==> src/rtl/result_bcd_display.sv <==
// Signed result to seven-segment display: sign-magnitude capture, serial double-dabble, segment decode.
// Optional build macro LEADING_ZERO_BLANK_EN blanks digits above the most significant nonzero digit.
module result_bcd_display #(
   parameter int unsigned W      = 11,
   parameter int unsigned DIGITS = 4
) (
   input  logic                  Clock,
   input  logic                  Reset,
   input  logic                  Start,
   input  logic [W-1:0]          Result,
   input  logic                  Overflow,
   output logic                  Busy,
   output logic                  Done,
   output logic [7*DIGITS-1:0]   Hex,
   output logic [6:0]            SignSeg
);

   localparam int unsigned BW = 4 * DIGITS;
   localparam int unsigned CW = $clog2(W + 1);

   localparam logic [6:0] SEG_BLANK = 7'b1111111;
   localparam logic [6:0] SEG_E     = 7'b0000110;
   localparam logic [6:0] SEG_MINUS = 7'b0111111;

   typedef enum logic [1:0] {S_IDLE, S_CONV, S_DONE} state_t;

   state_t          state_q, state_d;
   logic            sign_q, ovf_q, mag_nz_q;
   logic [W-1:0]    mag_q, mag_n, mag_in;
   logic [BW-1:0]   bcd_q, bcd_n, bcd_adj;
   logic [CW-1:0]   cnt_q;
   logic            accept_c, shift_c, load_c;
   logic [7*DIGITS-1:0] hex_c;
   logic [6:0]      sign_c;

   function automatic logic [6:0] seg7(input logic [3:0] d);
      case (d)
         4'd0:    seg7 = 7'b1000000;
         4'd1:    seg7 = 7'b1111001;
         4'd2:    seg7 = 7'b0100100;
         4'd3:    seg7 = 7'b0110000;
         4'd4:    seg7 = 7'b0011001;
         4'd5:    seg7 = 7'b0010010;
         4'd6:    seg7 = 7'b0000010;
         4'd7:    seg7 = 7'b1111000;
         4'd8:    seg7 = 7'b0000000;
         4'd9:    seg7 = 7'b0010000;
         default: seg7 = SEG_BLANK;
      endcase
   endfunction

   // State register
   always_ff @(posedge Clock or posedge Reset) begin
      if (Reset) state_q <= S_IDLE;
      else       state_q <= state_d;
   end

   // Next-state logic
   always_comb begin
      state_d = state_q;
      case (state_q)
         S_IDLE:  if (Start) state_d = S_CONV;
         S_CONV:  if (cnt_q == CW'(1)) state_d = S_DONE;
         S_DONE:  state_d = S_IDLE;
         default: state_d = S_IDLE;
      endcase
   end

   // Control strobes
   always_comb begin
      accept_c = 1'b0;
      shift_c  = 1'b0;
      load_c   = 1'b0;
      case (state_q)
         S_IDLE:  accept_c = Start;
         S_CONV:  shift_c  = 1'b1;
         S_DONE:  load_c   = 1'b1;
         default: ;
      endcase
   end

   // |Result| fits in W unsigned bits, including the most negative value
   assign mag_in = Result[W-1] ? W'(-Result) : Result;

   // One double-dabble step: correct nibbles >= 5, then shift
   always_comb begin
      bcd_adj = bcd_q;
      for (int i = 0; i < DIGITS; i++) begin
         if (bcd_q[4*i +: 4] >= 4'd5) bcd_adj[4*i +: 4] = bcd_q[4*i +: 4] + 4'd3;
      end
      {bcd_n, mag_n} = {bcd_adj, mag_q} << 1;
   end

   // Segment decode of the finished conversion
   always_comb begin
`ifdef LEADING_ZERO_BLANK_EN
      logic nz;
      nz = 1'b0;
`endif
      hex_c  = '1;
      sign_c = SEG_BLANK;
      if (ovf_q) begin
         hex_c[6:0] = SEG_E;
      end else begin
`ifdef LEADING_ZERO_BLANK_EN
         for (int i = int'(DIGITS) - 1; i >= 0; i--) begin
            nz = nz | (bcd_q[4*i +: 4] != 4'd0) | (i == 0);
            if (nz) hex_c[7*i +: 7] = seg7(bcd_q[4*i +: 4]);
         end
`else
         for (int i = 0; i < DIGITS; i++) begin
            hex_c[7*i +: 7] = seg7(bcd_q[4*i +: 4]);
         end
`endif
         if (sign_q && mag_nz_q) sign_c = SEG_MINUS;
      end
   end

   // Datapath and registered outputs
   always_ff @(posedge Clock or posedge Reset) begin
      if (Reset) begin
         sign_q   <= 1'b0;
         ovf_q    <= 1'b0;
         mag_nz_q <= 1'b0;
         mag_q    <= '0;
         bcd_q    <= '0;
         cnt_q    <= '0;
         Busy     <= 1'b0;
         Done     <= 1'b0;
         Hex      <= '1;
         SignSeg  <= SEG_BLANK;
      end else begin
         Done <= load_c;
         if (accept_c) begin
            sign_q   <= Result[W-1];
            ovf_q    <= Overflow;
            mag_q    <= mag_in;
            mag_nz_q <= (Result != '0);
            bcd_q    <= '0;
            cnt_q    <= CW'(W);
            Busy     <= 1'b1;
         end
         if (shift_c) begin
            bcd_q <= bcd_n;
            mag_q <= mag_n;
            cnt_q <= cnt_q - CW'(1);
         end
         if (load_c) begin
            Hex     <= hex_c;
            SignSeg <= sign_c;
            Busy    <= 1'b0;
         end
      end
   end

endmodule

==> config.mk <==
export PLATFORM = sky130hd
export DESIGN_NAME = result_bcd_display
export DESIGN_NICKNAME = d
export VERILOG_FILES = /design/src/rtl/result_bcd_display.sv
export SDC_FILE = /design/constraint.sdc
export NUM_CORES = 1
export LEC_CHECK = 0
export CAP_MARGIN = 30
export CORE_MARGIN = 2
export CORE_UTILIZATION = 31
export DETAILED_ROUTE_END_ITERATION = 16
export MAX_ROUTING_LAYER = met4
export SETUP_SLACK_MARGIN = 0.2
export SLEW_MARGIN = 20
export SYNTH_ARGS = -nofsm -noshare
export SYNTH_HDL_FRONTEND = slang
export SYNTH_SLANG_ARGS = --single-unit
==> constraint.sdc <==
create_clock -name Clock -period 2.5 [get_ports Clock]
set_input_delay 0.5 -clock Clock [delete_from_list [all_inputs] [get_ports Clock]]
set_output_delay 0.5 -clock Clock [all_outputs]
set_load 0.1 [all_outputs]
==> results of run 1 <==
## critical path: stages
cell	delay (ns)
clkdlybuf4s50_1	0.48
or2_2	0.31
o41ai_1	0.34
xor2_1	0.22
o21ai_0	0.09
## kinds of logic (layout without fill, tap and decap cells)
family,count (synthesis),count (layout),synth area share [%]
buffers and inverters,52,91,6.14
other,1,6,0.0990
flip-flops,67,67,45.2
multiplexers,7,7,1.85
XOR/XNOR,13,13,3.01
AND/OR/NAND/NOR,121,121,15.2
AO/OA/AOI/OAI,124,124,20.3
adder cells (fa/ha/maj),25,25,8.26
## layout make-up
| class | instances | area (sq um) | area share, % |
|---|---|---|---|
| timing repair buffer | 48 | 420 | 9.16 |
| sequential | 67 | 1710 | 37.3 |
| inverter | 27 | 101 | 2.21 |
| clock inverter | 6 | 80.1 | 1.75 |
| tap | 147 | 184 | 4.01 |
| clock buffer | 10 | 229 | 4.99 |
| multi-input combinational | 296 | 1860 | 40.6 |
## state kept, by name (all words and copies together), names as in the netlist
| signal | count |
|---|---|
| SignSeg | 1 |
| Done | 1 |
| mag_q | 11 |
| cnt_q | 4 |
| state_q | 2 |
| ovf_q | 1 |
| Hex | 28 |
| mag_nz_q | 1 |
| Busy | 1 |
| bcd_q | 16 |
| sign_q | 1 |
## per-layer routing
layer,wire length (microns),up-vias,GRT usage [%]
li1,-,1486,-
met1,3870,1399,17.4
met2,3710,60,21.1
met3,272,10,1.69
met4,118,0,5.28
met5,0,-,-
## how the worst min path moves through the flow
| stage | end | cells past startpoint | slack [ns] |
|---|---|---|---|
| CTS | SignSeg[6] | 1 | 0.45 |
| floorplan | SignSeg[6] | 1 | 0.41 |
| global placement | SignSeg[6] | 1 | 0.43 |
| detailed placement | SignSeg[6] | 1 | 0.43 |
| finish | SignSeg[6] | 1 | 0.44 |
| global route | SignSeg[6] | 1 | 0.46 |
## cell usage after synthesis (all sizes together), types with 2 or more instances
library cell	count
a211oi	5
dfrtp	38
nor2	44
o21ai	48
a21oi	29
ha	25
nor3	7
and3	2
nor2b	6
clkbuf	8
xor2	2
o21bai	2
o22a	12
inv	27
o41ai	2
a31oi	4
o211ai	2
nand2	39
nand2b	3
xnor2	11
mux2i	7
nor3b	4
a21o	2
buf	17
a22oi	12
a41oi	3
nand3	12
dfstp	29
## through the flow
step | util [%] | std cells | worst slack [ns]
6_report | 38.4 | 601 | 0.747
5_1_grt | 38.4 | 601 | 0.587
4_1_cts | 38.4 | 601 | 0.740
3_5_place_dp | 35.8 | 585 | 0.395
3_3_place_gp | 35.8 | 585 | 0.461
2_1_floorplan | - | 415 | 0.365
==> summary.md, run 1 <==
| Metric | Value |
|---|---|
| Via Count | `2955` |
| Width of the die | `around 110 microns` |
| Register area share after synthesis | `45.2%` |
| Worst skew pair latency | `0.33 ns` |
| Worst clock skew | `between 0.005 and 0.006 ns` |
| Worst setup startpoint | `Result[0]` |
| CP Launch Type | `input port` |
| Critical path data arrival time | `approximately 2.0 ns` |
| Commonest non-fill, non-tap cells in the layout | `o21ai_0 (47), nor2_1 (43), dfrtp_1 (38), nand2_1 (38), buf_4 (32)` |
| Syn_area_per_cell | `approximately 9.2 sq um` |
| Synth Instances | `410` |
| Full die area | `~0.013 sq mm` |
| Post-DP Area | `about 0.0043 sq mm` |
| Final Slew Violations | `0` |
| Post-synth EDFFs | `0` |
| CTS tree | `yes` |
| Root buf cell | `clkbuf_16` |
| Synth Warn # | `0` |
| Period minus WS final | `~1.8 ns` |
| # resized after CTS | `0` |
| Via density | `between 4 and 5` |
| CTS Sinks | `67` |
| Ports | `between 50 and 60` |
| DP HPWL | `5.52 mm` |
| Commonest non-fill, non-tap cell in the layout | `o21ai_0` |
| Worst slew pin tran | `0.719 ns` |
| Starting Density | `around a third` |
| # fillers | `roughly 1200` |
| Crit Path Class | `in -> reg` |
| Reg-to-reg startpoint | `state_q[0]` |
| MaxCap Viol Count | `0` |
| Worst rel slew slack | `between 50% and 60%` |
| R2R Setup Slk | `roughly 0.75 ns` |
| # hold bufs at CTS | `0` |
| Top FF cell, synth | `dfrtp_1` |
| Grt ovf | `0` |
| Share of cells above drive strength 1 | `20.5%` |
| Post-route cell area | `0.00459 sq mm` |
| Wire length per cell | `13.3 microns` |
| Synth async-reset ratio | `100%` |
| RSZ-0062 raised after global routing | `false` |
| Core area | `0.0120 sq mm` |
| Worst Setup EP | `mag_q[5]` |
| Drt initial violations | `153` |
| Std-Cell Rows | `40` |
| Global Route Usage Sum | `about an eighth` |
| Post-Route WL | `between 7 and 8 mm` |
| Buffers on Ports | `45` |
| Hold WS | `~0.44 ns` |
| CP Max Fanout | `3` |
| Die height | `around 110 microns` |
| Max Root-Sink Buffers | `2` |
| Final setup viols | `0` |
| CTS buffer count | `9` |
| Critical Path Sink Type | `flop` |
| Setup TNS | `0 ns` |
| Antenna violations before repair | `0` |
| Top-area cell type share of the netlist area | `approximately 25%` |
| Vias in the first global route | `2854` |
| Yosys cell types | `44` |
| Period utilization | `between 70% and 80%` |
| First-pass GRT wire length | `~14 mm` |
| Antenna cells | `0` |
| Largest net degree at the start of global routing | `68` |
| Cell Area, Synth | `0.00379 sq mm` |
| Pre-antenna DRT Iters | `4` |
| Top cells by area, synth | `dfrtp_1 (25%), dfstp_2 (20%), ha_1 (8.3%), o21ai_0 (6.2%), nor2_1 (4.3%)` |
| Nets | `489` |
| Area leader, netlist | `dfrtp_1` |
| Clk slew on worst S/H paths | `roughly 0.05 ns` |
| Area delta synth->final | `21.1%` |
| Final Hold Fails | `0` |
| H-Tree Depth | `3` |
| Depth of the most critical reg-to-reg path | `2` |
| Min-delay worst type | `reg -> reg` |
| CP Data Required Time | `between 2 and 3 ns` |
| R2r endpoint | `bcd_q[7]` |
| GPL Wtd Cong | `roughly 0.89` |
| F_max | `about 570 MHz` |
| Antenna Nets Post-Route | `0` |
| Post CTS Setup Buffer Count | `0` |
| Drc violations | `0` |
| Yosys reg bits | `67` |
| Hold wc startpoint | `mag_nz_q` |
| Run status | `finished, final reports clean` |
Power of run 1 is not shown: default switching activity piles up to over one toggle a cycle in this logic, so the estimate is an artifact.
==> run 2: changes to the inputs <==
Clock period 2.5 ns to 1.62 ns, I/O delays scaled along.
==> summary.md, run 2 (synthesized netlist as in run 1, its figures left out) <==
| Metric | Value |
|---|---|
| Worst skew pair latency | `0.32 ns (about the same)` |
| Std-Cell Rows | `40 (unchanged)` |
| Ports | `52 (unchanged)` |
| Via Count | `3179 (+7.6%)` |
| Via density | `4.94 (+0.40%)` |
| F_max | `~700 MHz` |
| Max Root-Sink Buffers | `2 (unchanged)` |
| # hold bufs at CTS | `0 (unchanged)` |
| Run status | `finished, final reports clean` |
| Max stage delay on crit path | `0.44 ns (-0.04 ns)` |
| GPL Wtd Cong | `0.848 (-5.0%)` |
| CTS Sinks | `67 (unchanged)` |
| Worst slew pin tran | `0.544 ns (-0.175 ns)` |
| Commonest non-fill, non-tap cell in the layout | `nor2_1` |
| Die height | `115 microns (unchanged)` |
| Drt initial violations | `144 (-5.9%)` |
| DP HPWL | `5.83 mm (+5.7%)` |
| Worst setup margin | `0.200 ns (-0.546 ns)` |
| Buffers on Ports | `45 (unchanged)` |
| Pre-antenna DRT Iters | `4 (unchanged)` |
| Biggest regs | `Hex: 28 flops, bcd_q: 16 flops, mag_q: 11 flops` |
| Worst clock skew | `0.00385 ns (-0.00176 ns)` |
| Post-DP Area | `0.00490 sq mm (+15%)` |
| RSZ-0062 raised after global routing | `true` |
| Placed Cells | `615 (+5.1%)` |
| Starting Density | `31.7% (unchanged)` |
| Crit-path slowest cell | `dfrtp_2` |
| Cell Chain, Critical Path | `inv_4 > ha_4 > ha_1 > nor2b_1 > o41ai_1` |
| Vias in the first global route | `3043 (+6.6%)` |
| CP Data Required Time | `1.83 ns (-0.87 ns)` |
| Antenna violations before repair | `0 (unchanged)` |
| R2r endpoint | `bcd_q[7]` |
| Root buf cell | `clkbuf_16` |
| Commonest non-fill, non-tap cells in the layout | `nor2_1 (43), buf_4 (42), nand2_1 (38), dfrtp_1 (34), buf_12 (33)` |
| Antenna cells | `0 (unchanged)` |
| Full die area | `0.0131 sq mm (unchanged)` |
| Depth of the most critical reg-to-reg path | `5 (+3)` |
| Critical path depth in cells | `5 (unchanged)` |
| H-Tree Depth | `3 (unchanged)` |
| Final Hold Fails | `0 (unchanged)` |
| Final Slew Violations | `0 (unchanged)` |
| Nets | `532 (+8.8%)` |
| Worst path top cell family by delay | `adder cells` |
| Setup TNS | `0 ns (unchanged)` |
| CTS tree | `yes` |
| MaxCap Viol Count | `0 (unchanged)` |
| Min-delay worst type | `in -> async` |
| # fillers | `1088 (-9.6%)` |
| Max FFs per register | `28 (unchanged)` |
| Period minus WS final | `1.42 ns` |
| Critical path data arrival time | `1.63 ns (-0.32 ns)` |
| Crit Path Class | `reg -> reg` |
| Clk slew on worst S/H paths | `0.05 ns (about the same)` |
| Largest reg by FF count | `Hex` |
| Share of cells above drive strength 1 | `34.6% (+14 points)` |
| First-pass GRT wire length | `14.3 mm (+3.8%)` |
| Global Route Usage Sum | `13.9% (+0.54 points)` |
| Post-route cell area | `0.00552 sq mm (+20%)` |
| Final setup viols | `0 (unchanged)` |
| Worst rel slew slack | `63.7% (+12 points)` |
| Drc violations | `0 (unchanged)` |
| Area delta synth->final | `45.8%` |
| Largest net degree at the start of global routing | `68 (unchanged)` |
| Wire length per cell | `13.3 microns (+0.22%)` |
| Antenna Nets Post-Route | `0 (unchanged)` |
| Non-Filler Instances | `644 (+7.2%)` |
| Critical Path Sink Type | `flop` |
| CP bufs+invs | `1 (unchanged)` |
| Post-Route WL | `8.56 mm (+7.4%)` |
| Core area | `0.0120 sq mm (unchanged)` |
| Reg-to-reg startpoint | `bcd_q[4]` |
| CTS buffer count | `9 (unchanged)` |
| Period utilization | `between 80% and 90%` |
| Grt ovf | `0 (unchanged)` |
| Pre-CTS setup slack | `-0.139 ns (-0.534 ns)` |
| Width of the die | `115 microns (unchanged)` |
| Multi-input logic area | `0.00207 sq mm (+11%)` |
| Register Area | `0.00172 sq mm (+0.29%)` |
| CP Max Fanout | `4 (+1)` |
| R2R Setup Slk | `0.20 ns (-0.55 ns)` |
| CP Launch Type | `flop` |
==> run 2: worst max path at each step <==
stage | from | to
after floorplan | bcd_q[13] | bcd_q[14]
after global placement | Result[0] | mag_q[5]
after detailed placement | Result[0] | mag_q[5]
after CTS | bcd_q[12] | bcd_q[14]
after global routing | bcd_q[12] | bcd_q[14]
final | bcd_q[4] | bcd_q[7]
==> run 2: tightest hold or removal path, cell delays in order <==
cell and delay, ns:
clkdlybuf4s50_1 0.44, clkinvlp_4 0.10, buf_12 0.28
==> run 2: cell type report <==
cell class	count	share of cell area [%]
clock buffers	15	5.21
repair buffers	91	20.8
clock inverters	1	0.0907
well taps	147	3.33
flip-flops and latches	67	31.1
multi-input cells	296	37.5
inverters	27	1.99
==> run 2: timing repair <==
action / CTS / global route
pin swaps: 9 / 17
resized for setup: 14 / 46
endpoints found under the setup margin: 19 / 32
buffers inserted: 7 / 6
==> run 2: per-layer routing <==
| layer | GRT usage (%) | vias up | part of all wire, % |
|---|---|---|---|
| met2 | 22.8 | 62 | 50 |
| li1 | - | 1586 | - |
| met4 | 4.63 | 0 | 1.3 |
| met3 | 2.59 | 9 | 2.9 |
| met1 | 17.2 | 1522 | 46 |
| met5 | - | - | 0 |
==> run 2: per-stage QoR <==
| stage | hold slack [ns] | utilization, % |
|---|---|---|
| global placement | 0.427 | 41.0 |
| detailed placement | 0.434 | 41.0 |
| finish | 0.423 | 46.2 |
| CTS | 0.445 | 44.6 |
| global route | 0.496 | 46.2 |
| floorplan | 0.413 | - |
Power of run 2 is left out for the same reason.
